`src/rtl/p_beid_peripheral_f0_apb_initiator.sv`:
```
// APB3 initiator: converts single-beat local register requests into SETUP/ACCESS
// transfers, with PREADY wait states, access timeout and a valid/ready response channel.
module p_beid_peripheral_f0_apb_initiator #(
    parameter int unsigned TIMEOUT_CYCLES = 255
) (
    input  logic        PCLK,
    input  logic        PRESETn,
    input  logic        req_valid,
    output logic        req_ready,
    input  logic [9:0]  req_addr,
    input  logic        req_write,
    input  logic [31:0] req_wdata,
    input  logic [2:0]  req_prot,
    output logic        rsp_valid,
    input  logic        rsp_ready,
    output logic [31:0] rsp_rdata,
    output logic        rsp_err,
    output logic        rsp_timeout,
    output logic        PSEL,
    output logic        PENABLE,
    output logic        PWRITE,
    output logic [9:0]  PADDR,
    output logic [31:0] PWDATA,
    output logic [2:0]  PPROT,
    input  logic [31:0] PRDATA,
    input  logic        PREADY,
    input  logic        PSLVERR
);

    typedef enum logic [1:0] {
        IDLE   = 2'd0,
        SETUP  = 2'd1,
        ACCESS = 2'd2,
        RESP   = 2'd3
    } state_t;

    localparam bit       TIMEOUT_EN    = (TIMEOUT_CYCLES != 0);
    localparam logic [8:0] TIMEOUT_LIMIT = 9'(TIMEOUT_CYCLES);

    state_t      state_reg, state_next;
    logic        req_ready_reg, req_ready_next;
    logic        rsp_valid_reg, rsp_valid_next;
    logic [31:0] rsp_rdata_reg, rsp_rdata_next;
    logic        rsp_err_reg, rsp_err_next;
    logic        rsp_timeout_reg, rsp_timeout_next;
    logic        psel_reg, psel_next;
    logic        penable_reg, penable_next;
    logic        pwrite_reg, pwrite_next;
    logic [9:0]  paddr_reg, paddr_next;
    logic [31:0] pwdata_reg, pwdata_next;
    logic [2:0]  pprot_reg, pprot_next;
    logic [7:0]  wait_cnt_reg, wait_cnt_next;

    logic timeout_hit;
    assign timeout_hit = TIMEOUT_EN && ((9'(wait_cnt_reg) + 9'd1) == TIMEOUT_LIMIT);

    always_ff @(posedge PCLK or negedge PRESETn) begin
        if (!PRESETn) begin
            state_reg       <= IDLE;
            req_ready_reg   <= 1'b1;
            rsp_valid_reg   <= 1'b0;
            rsp_rdata_reg   <= '0;
            rsp_err_reg     <= 1'b0;
            rsp_timeout_reg <= 1'b0;
            psel_reg        <= 1'b0;
            penable_reg     <= 1'b0;
            pwrite_reg      <= 1'b0;
            paddr_reg       <= '0;
            pwdata_reg      <= '0;
            pprot_reg       <= '0;
            wait_cnt_reg    <= '0;
        end else begin
            state_reg       <= state_next;
            req_ready_reg   <= req_ready_next;
            rsp_valid_reg   <= rsp_valid_next;
            rsp_rdata_reg   <= rsp_rdata_next;
            rsp_err_reg     <= rsp_err_next;
            rsp_timeout_reg <= rsp_timeout_next;
            psel_reg        <= psel_next;
            penable_reg     <= penable_next;
            pwrite_reg      <= pwrite_next;
            paddr_reg       <= paddr_next;
            pwdata_reg      <= pwdata_next;
            pprot_reg       <= pprot_next;
            wait_cnt_reg    <= wait_cnt_next;
        end
    end

    always_comb begin
        state_next       = state_reg;
        req_ready_next   = req_ready_reg;
        rsp_valid_next   = rsp_valid_reg;
        rsp_rdata_next   = rsp_rdata_reg;
        rsp_err_next     = rsp_err_reg;
        rsp_timeout_next = rsp_timeout_reg;
        psel_next        = psel_reg;
        penable_next     = penable_reg;
        pwrite_next      = pwrite_reg;
        paddr_next       = paddr_reg;
        pwdata_next      = pwdata_reg;
        pprot_next       = pprot_reg;
        wait_cnt_next    = wait_cnt_reg;

        case (state_reg)
            IDLE: begin
                if (req_valid) begin
                    state_next     = SETUP;
                    req_ready_next = 1'b0;
                    psel_next      = 1'b1;
                    paddr_next     = req_addr;
                    pwrite_next    = req_write;
                    pwdata_next    = req_wdata;
                    pprot_next     = req_prot;
                    wait_cnt_next  = '0;
                end
            end
            SETUP: begin
                state_next   = ACCESS;
                penable_next = 1'b1;
            end
            ACCESS: begin
                // Completion takes priority over a timeout firing in the same cycle.
                if (PREADY) begin
                    state_next       = RESP;
                    psel_next        = 1'b0;
                    penable_next     = 1'b0;
                    rsp_valid_next   = 1'b1;
                    rsp_rdata_next   = pwrite_reg ? 32'd0 : PRDATA;
                    rsp_err_next     = PSLVERR;
                    rsp_timeout_next = 1'b0;
                end else if (timeout_hit) begin
                    state_next       = RESP;
                    psel_next        = 1'b0;
                    penable_next     = 1'b0;
                    rsp_valid_next   = 1'b1;
                    rsp_rdata_next   = 32'd0;
                    rsp_err_next     = 1'b1;
                    rsp_timeout_next = 1'b1;
                end else if (wait_cnt_reg != 8'hFF) begin
                    wait_cnt_next = wait_cnt_reg + 8'd1;
                end
            end
            RESP: begin
                if (rsp_ready) begin
                    state_next     = IDLE;
                    rsp_valid_next = 1'b0;
                    req_ready_next = 1'b1;
                end
            end
            default: begin
                state_next = IDLE;
            end
        endcase
    end

    assign req_ready   = req_ready_reg;
    assign rsp_valid   = rsp_valid_reg;
    assign rsp_rdata   = rsp_rdata_reg;
    assign rsp_err     = rsp_err_reg;
    assign rsp_timeout = rsp_timeout_reg;
    assign PSEL        = psel_reg;
    assign PENABLE     = penable_reg;
    assign PWRITE      = pwrite_reg;
    assign PADDR       = paddr_reg;
    assign PWDATA      = pwdata_reg;
    assign PPROT       = pprot_reg;

endmodule

```
`config.mk`:
```
export PLATFORM = sky130hd
export DESIGN_NAME = p_beid_peripheral_f0_apb_initiator
export DESIGN_NICKNAME = d
export VERILOG_FILES = /design/src/rtl/p_beid_peripheral_f0_apb_initiator.sv
export SDC_FILE = /design/constraint.sdc
export NUM_CORES = 1
export LEC_CHECK = 0
export BUFFER_PORTS_ARGS = -buffer_cell sky130_fd_sc_hd__buf_2
export CORE_ASPECT_RATIO = 1.75
export CORE_MARGIN = 8
export CORE_UTILIZATION = 50
export CTS_BUF_LIST = sky130_fd_sc_hd__clkbuf_2
export DETAILED_ROUTE_END_ITERATION = 6
export PLACE_DENSITY = 0.81
export SLEW_MARGIN = 40
export SYNTH_ARGS = -nofsm -noshare
export SYNTH_HDL_FRONTEND = slang
export SYNTH_SLANG_ARGS = --single-unit
```
`constraint.sdc`:
```
create_clock -name PCLK -period 2.2 [get_ports PCLK]
set_input_delay 0.22 -clock PCLK [delete_from_list [all_inputs] [get_ports PCLK]]
set_output_delay 0.22 -clock PCLK [all_outputs]
set_load 0.01 [all_outputs]
```
# Yosys cells after proc, flatten, opt, wreduce, memory -nomap -nowiden
# Index checks and enable logic that the tools add are counted.
# totals
regBits	94
latchBits	0
mem_bits_rw	0
rom_bits	0
output_inout_bits	84
elab_cells	67
n_memories	0
# op_classes
n_addsub	2
mul	0
n_div	0
n_lt_le_gt_ge	0
eq_ne	11
shifts	0
mux	27
n_bitwise	0
n_reduce_logical	14
# op_table
cell	n
$mux W32	3
$mux W8	4
$pmux W8 S2	1
$reduce_and A3 Y1	4
$mux W1	10
$ne A2 B2 Y1 const B	5
$reduce_bool A2 Y1	5
$add A8 B1 Y9 const B	1
$eq A9 B8 Y1 const B	1
$add A8 B1 Y8 const B	1
$mux W2	4
$ne A8 B8 Y1 const B	1
$pmux W1 S2	4
$pmux W2 S4	1
$reduce_and A2 Y1	3
$reduce_and A5 Y1	1
$eq A2 B2 Y1 const B	2
$ne A3 B3 Y1 const B	1
$eq A2 B1 Y1 const B	1
$logic_not A2 Y1	1

# Depth between registers and ports, before layout
# Gate-level depths: netlist of run 1.
# logic_depth
depth_word	5
ltp_mapped	9
depth_no_buf	7

# Least setup slack after synthesis of run 1
# No wires, ideal clock.
# synth_path
path_kind	register to register
start	reg wait_cnt_reg[0]
end	reg rsp_rdata_reg[0], in the netlist rsp_rdata[0]
setup_ps	118
t_arrival_ps	1912
required_time_ps	2082
path_slack_ps	170
path_stages_with_launch	9
n_path_buf	2
cell_sequence	dfrtp_1 -> ha_1 -> or4b_4 -> o21ai_2 -> a21oi_2 -> nand2b_4 -> buf_6 -> buf_6 -> a21o_1
# synth_between
elab_chain_len	4
# synth_rtl
item	line	rtl
start, declared	52	logic [7:0] wait_cnt_reg, wait_cnt_next;
start signal, assigned	85	wait_cnt_reg <= wait_cnt_next;
$add A8 B1 Y9	55	assign timeout_hit = TIMEOUT_EN && ((9'(wait_cnt_reg) + 9'd1) == TIMEOUT_LIMIT);
$eq A9 B8 Y1	55	
$reduce_bool A2 Y1 (no source line)	-	
$reduce_and A2 Y1 (no source line)	-	
end signal, assigned	76	rsp_rdata_reg <= rsp_rdata_next;
end, declared	43	logic [31:0] rsp_rdata_reg, rsp_rdata_next;
# Every way passes these cells.
# A chain may end at the register's enable or synchronous reset.

# Worst setup path in the final report of run 1
# layout_path
start	reg wait_cnt_reg[1]
end	reg rsp_rdata_reg[26], in the netlist rsp_rdata[26]
# The elaborated chain is that of the path after synthesis.

==> results.toml, run 1 <==
[run_status]
status = "finished clean"

[setup_path]
reg2reg_depth = 7
end_kind = "flip-flop"
crit_path_end = "rsp_rdata[26]$_DFFE_PN0P_"
criticalPathCategory = "flip-flop to flip-flop"
regToRegStartpoint = "wait_cnt_reg[1]$_DFFE_PN0P_"
path_max_fanout = 34
start_kind = "flip-flop"
worstPathRequired_ps = 2650
worstPathArrival_ps = 2560
rr_endpoint = "rsp_rdata[26]$_DFFE_PN0P_"
rrSetupSlack_ps = 90
crit_start = "wait_cnt_reg[1]$_DFFE_PN0P_"

[sta]
worst_pin_slew_ps = 564.0
max_freq_mhz = 473.8
slew_headroom = 0.6240
hold_ws_ps = 29.35
setup_viol = 0
hold_viol = 0
skew_ps = 32.16
post-route-min-period_ps = 2111
rsz0062_at_grt = "yes"
slew_viol_final = 0
post-route-period-util = 0.9594

[routing]
dr.first_iter.drc_count = 213
vias = 3649
drc = 0
via_per_inst = 5.479
first_pass_iters = 4
avgRoutedWirePerCell_um = 18.11
routed_wl_um = 12060
drtAntennaViolNets = 0

[floorplan]
start_util = 0.5112
dieArea_um2 = 11760
core-area_um2 = 8258
io_pins = 168
dieWidth_um = 85.46
rows = 44
die_h_um = 137.6

[yosys]
synth_warnings = 0
synth_area_leader_cell = "dfrtp_1"
synth_top_family_by_area = "simple AND/OR/NAND/NOR gates"
syn_inst = 333
ys_seq_area_frac = 0.5575
yosys.area_share.simple = 0.1423
synthMuxAreaShare = 0.1396
synth_edf_count = 0
synth_nets = 423
synth.avg_cell_area_um2 = 12.68
async_reset_ff_frac = 1.000
synth_compound_area_frac = 0.1046
synth_adder_area_share = 0.01778
yosysMostFrequentCell = "dfrtp_1"
ys.flop_type = "dfrtp_1"
synth_area_leaders = "dfrtp_1 55%, mux2_2 13%, and4b_1 7.6%"
synth_top_area_share = 0.5513
synth_xor_area_frac = 0
yosys_register_bits = 94
netlist_area_um2 = 4222
yosys-top-cells-count = "93 x dfrtp_1, 47 x mux2_2, 32 x a21o_1, 32 x and4b_1, 21 x clkbuf_1"
yosysUniqueCellTypes = 36

[global_routing]
gr-max-usage-layer = "met2"
grt_util_met3 = 0.08423
met1_usage = 0.2210
grt_pass1_vias = 3965
grt_overflow = 0
antenna_found_initial = 2
grt_max_degree = 95
grt_pass1_wl_um = 19790
grt_use_total = 0.2110
met2_usage = 0.3567

[placed_design]
place_congestion = 0.8322
hpwl_um = 7763
io_buffers = 167
placedCellCount = 574

[layout]
drive_above_1_share = 0.4371
post-route-util = 0.7311
finalNetCount = 657
final_cells = 666
area_delta_synth_final_pct = 43.01

[cts]
cts_setup_buffers = 0
cts_tree = "built"
cts_buffers = 9
clkTransAtPathRegs_ps = 260
h-tree-depth = 3
clock_sinks = 94
clk_path_buf_depth = 2
cts-root-buf = "clkbuf_2"
clk-insertion-delay-late_ps = 550

[hold_path]
hold_path_class = "primary input to flip-flop"

[pwr]
power_density_nw_per_um2 = 1190
p_leak_nw = 3.190
max-vdd-ir-drop_mv = 0.7672

[job]
cap_viol_max_count = 0
## how the worst min path moves through the flow
stage,from,endpoint,cells past startpoint
floorplan,PRESETn,PADDR[0]$_DFFE_PN0P_,0
global placement,PRESETn,rsp_rdata[5]$_DFFE_PN0P_,2
detailed placement,PRESETn,rsp_rdata[0]$_DFFE_PN0P_,2
CTS,PRDATA[28],rsp_rdata[28]$_DFFE_PN0P_,3
global route,PRDATA[8],rsp_rdata[8]$_DFFE_PN0P_,3
finish,PRDATA[8],rsp_rdata[8]$_DFFE_PN0P_,3
## worst max-delay path, stage by stage (launching register included)
cell and delay (ps):
dfrtp_1 440, buf_4 150, ha_2 170, or4b_4 470, o21ai_2 80, a21oi_2 100, nand2b_4 350, a21o_1 260
## cells in the final DEF (no fill, tap or decap), drive strengths merged, types with 3 or more instances in the layout
master | Yosys | routed
nand2b | 6 | 6
dlygate4sd3 | 0 | 74
ha | 6 | 6
a21oi | 9 | 9
mux2 | 47 | 47
nor2b | 3 | 3
inv | 8 | 8
dfrtp | 93 | 93
nand2 | 9 | 9
clkbuf | 21 | 11
nand3 | 10 | 10
nand4 | 3 | 3
o221ai | 5 | 5
buf | 5 | 175
and4b | 32 | 32
o21ai | 10 | 10
a21o | 32 | 32
nor2 | 10 | 10
mux2i | 6 | 6
## routing by layer
metal	vias up	wire length (um)	share of wire
met5	-	0	0
met4	0	466	0.039
met3	39	1036	0.086
met2	151	6302	0.52
met1	1777	4254	0.35
li1	1682	-	-
## cells by family after synthesis
family / after synthesis
AND/OR/NAND/NOR: 83
adder cells (fa/ha/maj): 6
buffers and inverters: 34
multiplexers: 53
flip-flops: 94
AO/OA/AOI/OAI: 63
## per-stage QoR
step	cell area, um2	total power [W]	setup slack, ps	setup TNS, ps
after floorplan	4222	0.004833	170.1	0
after global placement	5131	0.005978	85.72	0
after detailed placement	5131	0.006146	34.66	0
after CTS	5983	0.007191	65.41	0
after global routing	6037	0.007678	-5.633	-6.307
final	6037	0.007186	89.38	0
## timing repair
item | in CTS | in global routing
hold buffers | 71 | 3
pin swaps | 0 | 2
setup endpoints to repair | 2 | 37
hold endpoints to repair | 164 | 3
gates resized for setup | 1 | 5
## report_power, final
group | internal [W] | switching, W
Combinational | 0.00163 | 0.00160
Clock | 0.000386 | 0.000563
Sequential | 0.00250 | 0.000503
Total | 0.00452 | 0.00267
## area by class of cell
class,count,area (um2)
Timing Repair Buffer,249,1664
Fill cell,558,2221
Multi-Input combinational cell,205,1728
Clock inverter,5,83.83
Sequential cell,94,2356
Tap cell,92,115.1
Inverter,8,30.03
Antenna cell,2,5.005
Clock buffer,11,55.05
(Power assumes the default switching activity.)
==> run 2: changes to the inputs <==
--- a/config.mk
+++ b/config.mk
@@ -12,6 +12,7 @@
 export CTS_BUF_LIST = sky130_fd_sc_hd__clkbuf_2
 export DETAILED_ROUTE_END_ITERATION = 6
 export PLACE_DENSITY = 0.81
+export SETUP_SLACK_MARGIN = 0.15
 export SLEW_MARGIN = 40
 export SYNTH_ARGS = -nofsm -noshare
 export SYNTH_HDL_FRONTEND = slang
==> run 2 against run 1 <==
Against the previous run:
- count of clock-buffer cells in the layout unchanged
- sequential cell count unchanged
- largest cell class unchanged
- critical path type unchanged
- highest routed layer unchanged
- core utilization increased by 0.92 points
==> results.toml, run 2 (synthesis results as in run 1) <==
[job]
cap_viol_max_count = 0

[setup_path]
criticalPathCategory = "flip-flop to flip-flop"
end_kind = "flip-flop"
path_max_fanout = 8
start_kind = "flip-flop"
worstPathRequired_ps = 2650
regToRegStartpoint = "wait_cnt_reg[0]$_DFFE_PN0P_"
worstPathArrival_ps = 2500
reg2reg_depth = 8
crit_start = "wait_cnt_reg[0]$_DFFE_PN0P_"

[run_status]
status = "finished clean"

[routing]
routed_wl_um = 12470
vias = 3685
first_pass_iters = 6
drtAntennaViolNets = 0
drc = 0
via_per_inst = 5.500
avgRoutedWirePerCell_um = 18.61
dr.first_iter.drc_count = 200

[sta]
post-route-period-util = 0.9285
skew_ps = 23.18
setup_viol = 0
slew_headroom = 0.6015
worst_pin_slew_ps = 597.8
tns_ps = 0
post-route-min-period_ps = 2043
max_freq_mhz = 489.5
hold_viol = 0
slew_viol_final = 0
rsz0062_at_grt = "yes"

[cts]
cts_tree = "built"
cts-root-buf = "clkbuf_2"
clk_path_buf_depth = 2
clk-insertion-delay-late_ps = 550
clock_sinks = 94
cts_buffers = 9
clkTransAtPathRegs_ps = 240
h-tree-depth = 3

[global_routing]
grt_overflow = 0
grt_max_degree = 95
grt_pass1_wl_um = 20270
grt_pass1_vias = 4028
antenna_found_initial = 2
grt_use_total = 0.2169

[placed_design]
placed_area_um2 = 5131
place_congestion = 0.8322
io_buffers = 167
hpwl_um = 7763

[layout]
layout_common_cells = "166 x buf_2, 91 x dfrtp_1, 72 x dlygate4sd3_1"
fillers = 544
finish.instance_area_um2 = 6113
regArea_um2 = 2356
final_common_cell = "buf_2"
finalNetCount = 661
drive_above_1_share = 0.4479
area_delta_synth_final_pct = 44.81
multi_input_area_um2 = 1795

[hold_path]
hold_path_class = "primary input to flip-flop"
whs_path_depth = 3
min_from = "PRDATA[8]"

[floorplan]
start_util = 0.5112
die_h_um = 137.6
io_pins = 168
dieWidth_um = 85.46
core-area_um2 = 8258
dieArea_um2 = 11760
rows = 44

[pwr]
power_density_nw_per_um2 = 1197
p_leak_nw = 3.231
max-vdd-ir-drop_mv = 0.7816
## run 2: cell count changes in the layout (fill, tap and decap cells not counted), moves of 2 or more
| cell | change |
|---|---|
| buf_4 | +2 |
| nand2b_4 | +3 |
| a21oi_1 | -2 |
| dlygate4sd3_1 | -2 |
## run 2: final cells by class
class | instances | share of cell area
Clock buffer | 11 | 0.009005
Clock inverter | 5 | 0.01371
Multi-Input combinational cell | 208 | 0.2937
Antenna cell | 2 | 0.0008187
Sequential cell | 94 | 0.3854
Tap cell | 92 | 0.01883
Inverter | 8 | 0.005321
Timing Repair Buffer | 250 | 0.2732
## run 2: metal layers
layer | wire, um | part of all wire | vias up | GRT usage
met4 | 419 | 0.034 | 0 | 0.1029
li1 | - | - | 1696 | -
met3 | 1030 | 0.083 | 30 | 0.08542
met5 | 0 | 0 | - | 0
met1 | 4384 | 0.35 | 1814 | 0.2214
met2 | 6636 | 0.53 | 145 | 0.3784
## run 2: repair_timing
action                                 CTS  global route
pin swaps                                1             2
hold buffers                            71             1
endpoints found under the hold margin  164             1
cloned                                   2             1
gates resized for setup                  4            13
setup endpoints to repair               39            41
buffers inserted                         2             1
## run 2: power by group
part           switching (W)  internal (W)  total (W)  leakage [nW]
registers           0.000496       0.00250    0.00300          1.15
logic                0.00168       0.00169    0.00337          2.01
clock network       0.000561      0.000386   0.000947        0.0784
total                0.00274       0.00458    0.00732          3.23
## run 2: path summary, 6_finish.rpt
check	to	slack, ps
setup / recovery	rsp_valid$_DFFE_PN0P_	160
min in group asynchronous	rsp_rdata[5]$_DFFE_PN0P_	210
max in group asynchronous	wait_cnt_reg[2]$_DFFE_PN0P_	1560
hold reg to reg	rsp_rdata[25]$_DFFE_PN0P_	500
setup reg to reg	rsp_valid$_DFFE_PN0P_	160
hold / removal	rsp_rdata[8]$_DFFE_PN0P_	30
## run 2: critical path, cell delays in order, from the launching register on
cell and delay (ps):
dfrtp_1 450, buf_6 140, inv_4 50, ha_4 120, or4b_4 480, o21ai_4 90, a21oi_4 120, mux2_4 340
a22o_1 180
## run 2: through the flow
step	hold WS [ps]	instances	total power [W]	setup WS [ps]	util
global placement	308.9	574	0.005978	85.72	0.6214
global route	1.904	670	0.007805	87.19	0.7403
finish	25.42	670	0.007318	157.3	0.7403
CTS	1.322	665	0.007249	109.6	0.7306
floorplan	-75.59	333	0.004833	170.1	-
detailed placement	313.3	574	0.006146	34.66	0.6214
==> run 3: changes to the inputs <==
--- a/config.mk
+++ b/config.mk
@@ -5,14 +5,15 @@
 export SDC_FILE = /design/constraint.sdc
 export NUM_CORES = 1
 export LEC_CHECK = 0
+export ABC_AREA = 1
 export BUFFER_PORTS_ARGS = -buffer_cell sky130_fd_sc_hd__buf_2
 export CORE_ASPECT_RATIO = 1.75
 export CORE_MARGIN = 8
-export CORE_UTILIZATION = 50
+export CORE_UTILIZATION = 49
 export CTS_BUF_LIST = sky130_fd_sc_hd__clkbuf_2
 export DETAILED_ROUTE_END_ITERATION = 6
 export PLACE_DENSITY = 0.81
-export SETUP_SLACK_MARGIN = 0.15
+export SETUP_SLACK_MARGIN = 0.2
 export SLEW_MARGIN = 40
 export SYNTH_ARGS = -nofsm -noshare
 export SYNTH_HDL_FRONTEND = slang
==> run 3 against run 2 <==
Against the previous run:
- routed wire length up 1.0%
- via count about the same
- final cell count up 8.8%
- register-to-register slack better by 160 ps
- fmax up 8.2%
- synthesized area down 5.7%
- total power down 10%
- highest routed layer unchanged
- sequential power down 6%
- largest power group unchanged
==> results.toml, run 3 <==
[pwr]
p_leak_nw = 3.015
max-vdd-ir-drop_mv = 0.7924
finalPower_w = 0.006573
power_density_nw_per_um2 = 1108

[sta]
setup_viol = 0
worst_pin_slew_ps = 347.8
skew_ps = 15.53
slew_viol_final = 0
max_freq_mhz = 529.8
slew_headroom = 0.7682
tns_ps = 0
post-route-period-util = 0.8579
post-route-min-period_ps = 1887
rsz0062_at_grt = "no"
hold_viol = 0

[setup_path]
end_kind = "flip-flop"
cp_slowest_cell = "dfrtp_2"
slowest_delay_ps = 490
worstPathRequired_ps = 2650
reg2reg_depth = 12
start_kind = "flip-flop"
path_cells = "buf_4 > inv_1 > ha_1 > inv_1 > nor2_1 > nand3_1 > nor2_2 > nand2_2 > nand2_4 > nand2_4 > buf_12 > o21ai_0"
criticalPathCategory = "flip-flop to flip-flop"
path_max_fanout = 32
worstPathArrival_ps = 2330

[yosys]
netlist_area_um2 = 3980
synth.avg_cell_area_um2 = 10.56
syn_inst = 377
yosys-top-cells-count = "110 x nand2_1, 93 x dfrtp_1, 46 x mux2_2"
synth_nets = 467
synth_area_leaders = "dfrtp_1 58%, mux2_2 13%, nand2_1 10%"
synth_edf_count = 0
async_reset_ff_frac = 1.000
ys.flop_type = "dfrtp_1"
synth_top_area_share = 0.5847
yosys_register_bits = 94
synth_area_leader_cell = "dfrtp_1"
yosysMostFrequentCell = "nand2_1"
yosysUniqueCellTypes = 26
synth_warnings = 0
ys_seq_area_frac = 0.5913

[routing]
drtAntennaViolNets = 0
drc = 0
first_pass_iters = 7
routed_wl_um = 12600
via_per_inst = 5.053
dr.first_iter.drc_count = 190
vias = 3684
avgRoutedWirePerCell_um = 17.28

[placed_design]
io_buffers = 167
hpwl_um = 8216
place_congestion = 0.8655

[global_routing]
antenna_found_initial = 1
grt_pass1_vias = 4024
grt_pass1_wl_um = 19660
grt_overflow = 0
grt_max_degree = 47
grt_use_total = 0.2171

[cts]
cts_buffers = 9
clock_sinks = 94
cts_tree = "built"
h-tree-depth = 3
clk-insertion-delay-late_ps = 530
cts-root-buf = "clkbuf_2"
clk_path_buf_depth = 2
clkTransAtPathRegs_ps = 220

[floorplan]
io_pins = 168
dieWidth_um = 84.13
die_h_um = 135.2
core-area_um2 = 7909
start_util = 0.5032
dieArea_um2 = 11380
rows = 43

[layout]
layout_common_cells = "166 x buf_2, 108 x nand2_1, 91 x dfrtp_1"
final_common_cell = "buf_2"
finalNetCount = 722
drive_above_1_share = 0.4035
area_delta_synth_final_pct = 49.01

[hold_path]
hold_path_class = "primary input to asynchronous set/reset pin"

[run_status]
status = "finished clean"

[job]
cap_viol_max_count = 0
==> run 3: critical path, delay by kind of cell, from the launching register on <==
kind	cells	cell delay [ps]
AOI/OAI and AO/OA	1	190
and+or+nand+nor	6	560
adders and majority gates	1	130
buffers and inverters	4	420
DFF	1	490
==> run 3: layout make-up <==
class / count / area (um2)
fillers: 541 / 1978
multi-input cells: 245 / 1475
diodes: 2 / 5.005
clock buffers: 11 / 55.05
clock inverters: 5 / 50.05
well taps: 90 / 112.6
inverters: 22 / 82.58
repair buffers: 260 / 1794
flip-flops and latches: 94 / 2356
==> run 3: what timing repair did <==
item / CTS / global route
hold buffers: 83 / 0
buffers inserted: 0 / 2
hold endpoints to repair: 176 / 0
setup endpoints to repair: 0 / 42
resized for setup: 0 / 8
==> run 3: kinds of logic (layout without fill, tap and decap cells) <==
family | count (synthesis) | count (layout) | share of synthesized area
multiplexers | 46 | 46 | 0.1301
AO/OA/AOI/OAI | 45 | 45 | 0.06130
buffers and inverters | 38 | 298 | 0.04370
flip-flops | 94 | 94 | 0.5913
other | 0 | 2 | 0
adder cells (fa/ha/maj) | 6 | 6 | 0.01886
AND/OR/NAND/NOR | 148 | 148 | 0.1547
==> run 3: per-layer routing <==
metal  track usage  share of wire  up-vias
li1              -              -     1741
met1        0.2027           0.34     1762
met2        0.4100           0.57      141
met3       0.05723          0.048       40
met4        0.1207          0.042        0
met5             0              0        -
==> run 3: metrics by stage <==
step | hold slack [ps] | std cells | util | setup slack (ps) | area (um2)
3_3_place_gp | 145.5 | 626 | 0.6265 | 396.6 | 4955
5_1_grt | 53.23 | 728 | 0.7496 | 196.1 | 5928
6_report | 98.98 | 729 | 0.7499 | 312.5 | 5931
2_1_floorplan | -75.59 | 377 | - | 345.4 | 3980
4_1_cts | 40.26 | 725 | 0.7448 | 248.8 | 5891
3_5_place_dp | 147.6 | 626 | 0.6265 | 309.7 | 4955
==> run 3: worst paths after layout <==
| path | startpoint | endpoint | slack (ps) |
|---|---|---|---|
| worst max-delay path | wait_cnt_reg[0]$_DFFE_PN0P_ | rsp_rdata[4]$_DFFE_PN0P_ | 310 |
| worst min-delay path | PRESETn | rsp_rdata[17]$_DFFE_PN0P_ | 100 |
| worst max register to register | wait_cnt_reg[0]$_DFFE_PN0P_ | rsp_rdata[4]$_DFFE_PN0P_ | 310 |
| worst min register to register | rsp_rdata[29]$_DFFE_PN0P_ | rsp_rdata[29]$_DFFE_PN0P_ | 510 |
| max in group asynchronous | PRESETn | PWDATA[29]$_DFFE_PN0P_ | 1430 |
| min in group PCLK | PREADY | rsp_timeout$_DFFE_PN0P_ | 420 |
==> run 3: report_power, final <==
part / switching [W] / total, W / internal, W
registers: 0.000403 / 0.00283 / 0.00243
clock network: 0.000533 / 0.000796 / 0.000263
logic: 0.00158 / 0.00295 / 0.00137
total: 0.00252 / 0.00657 / 0.00406
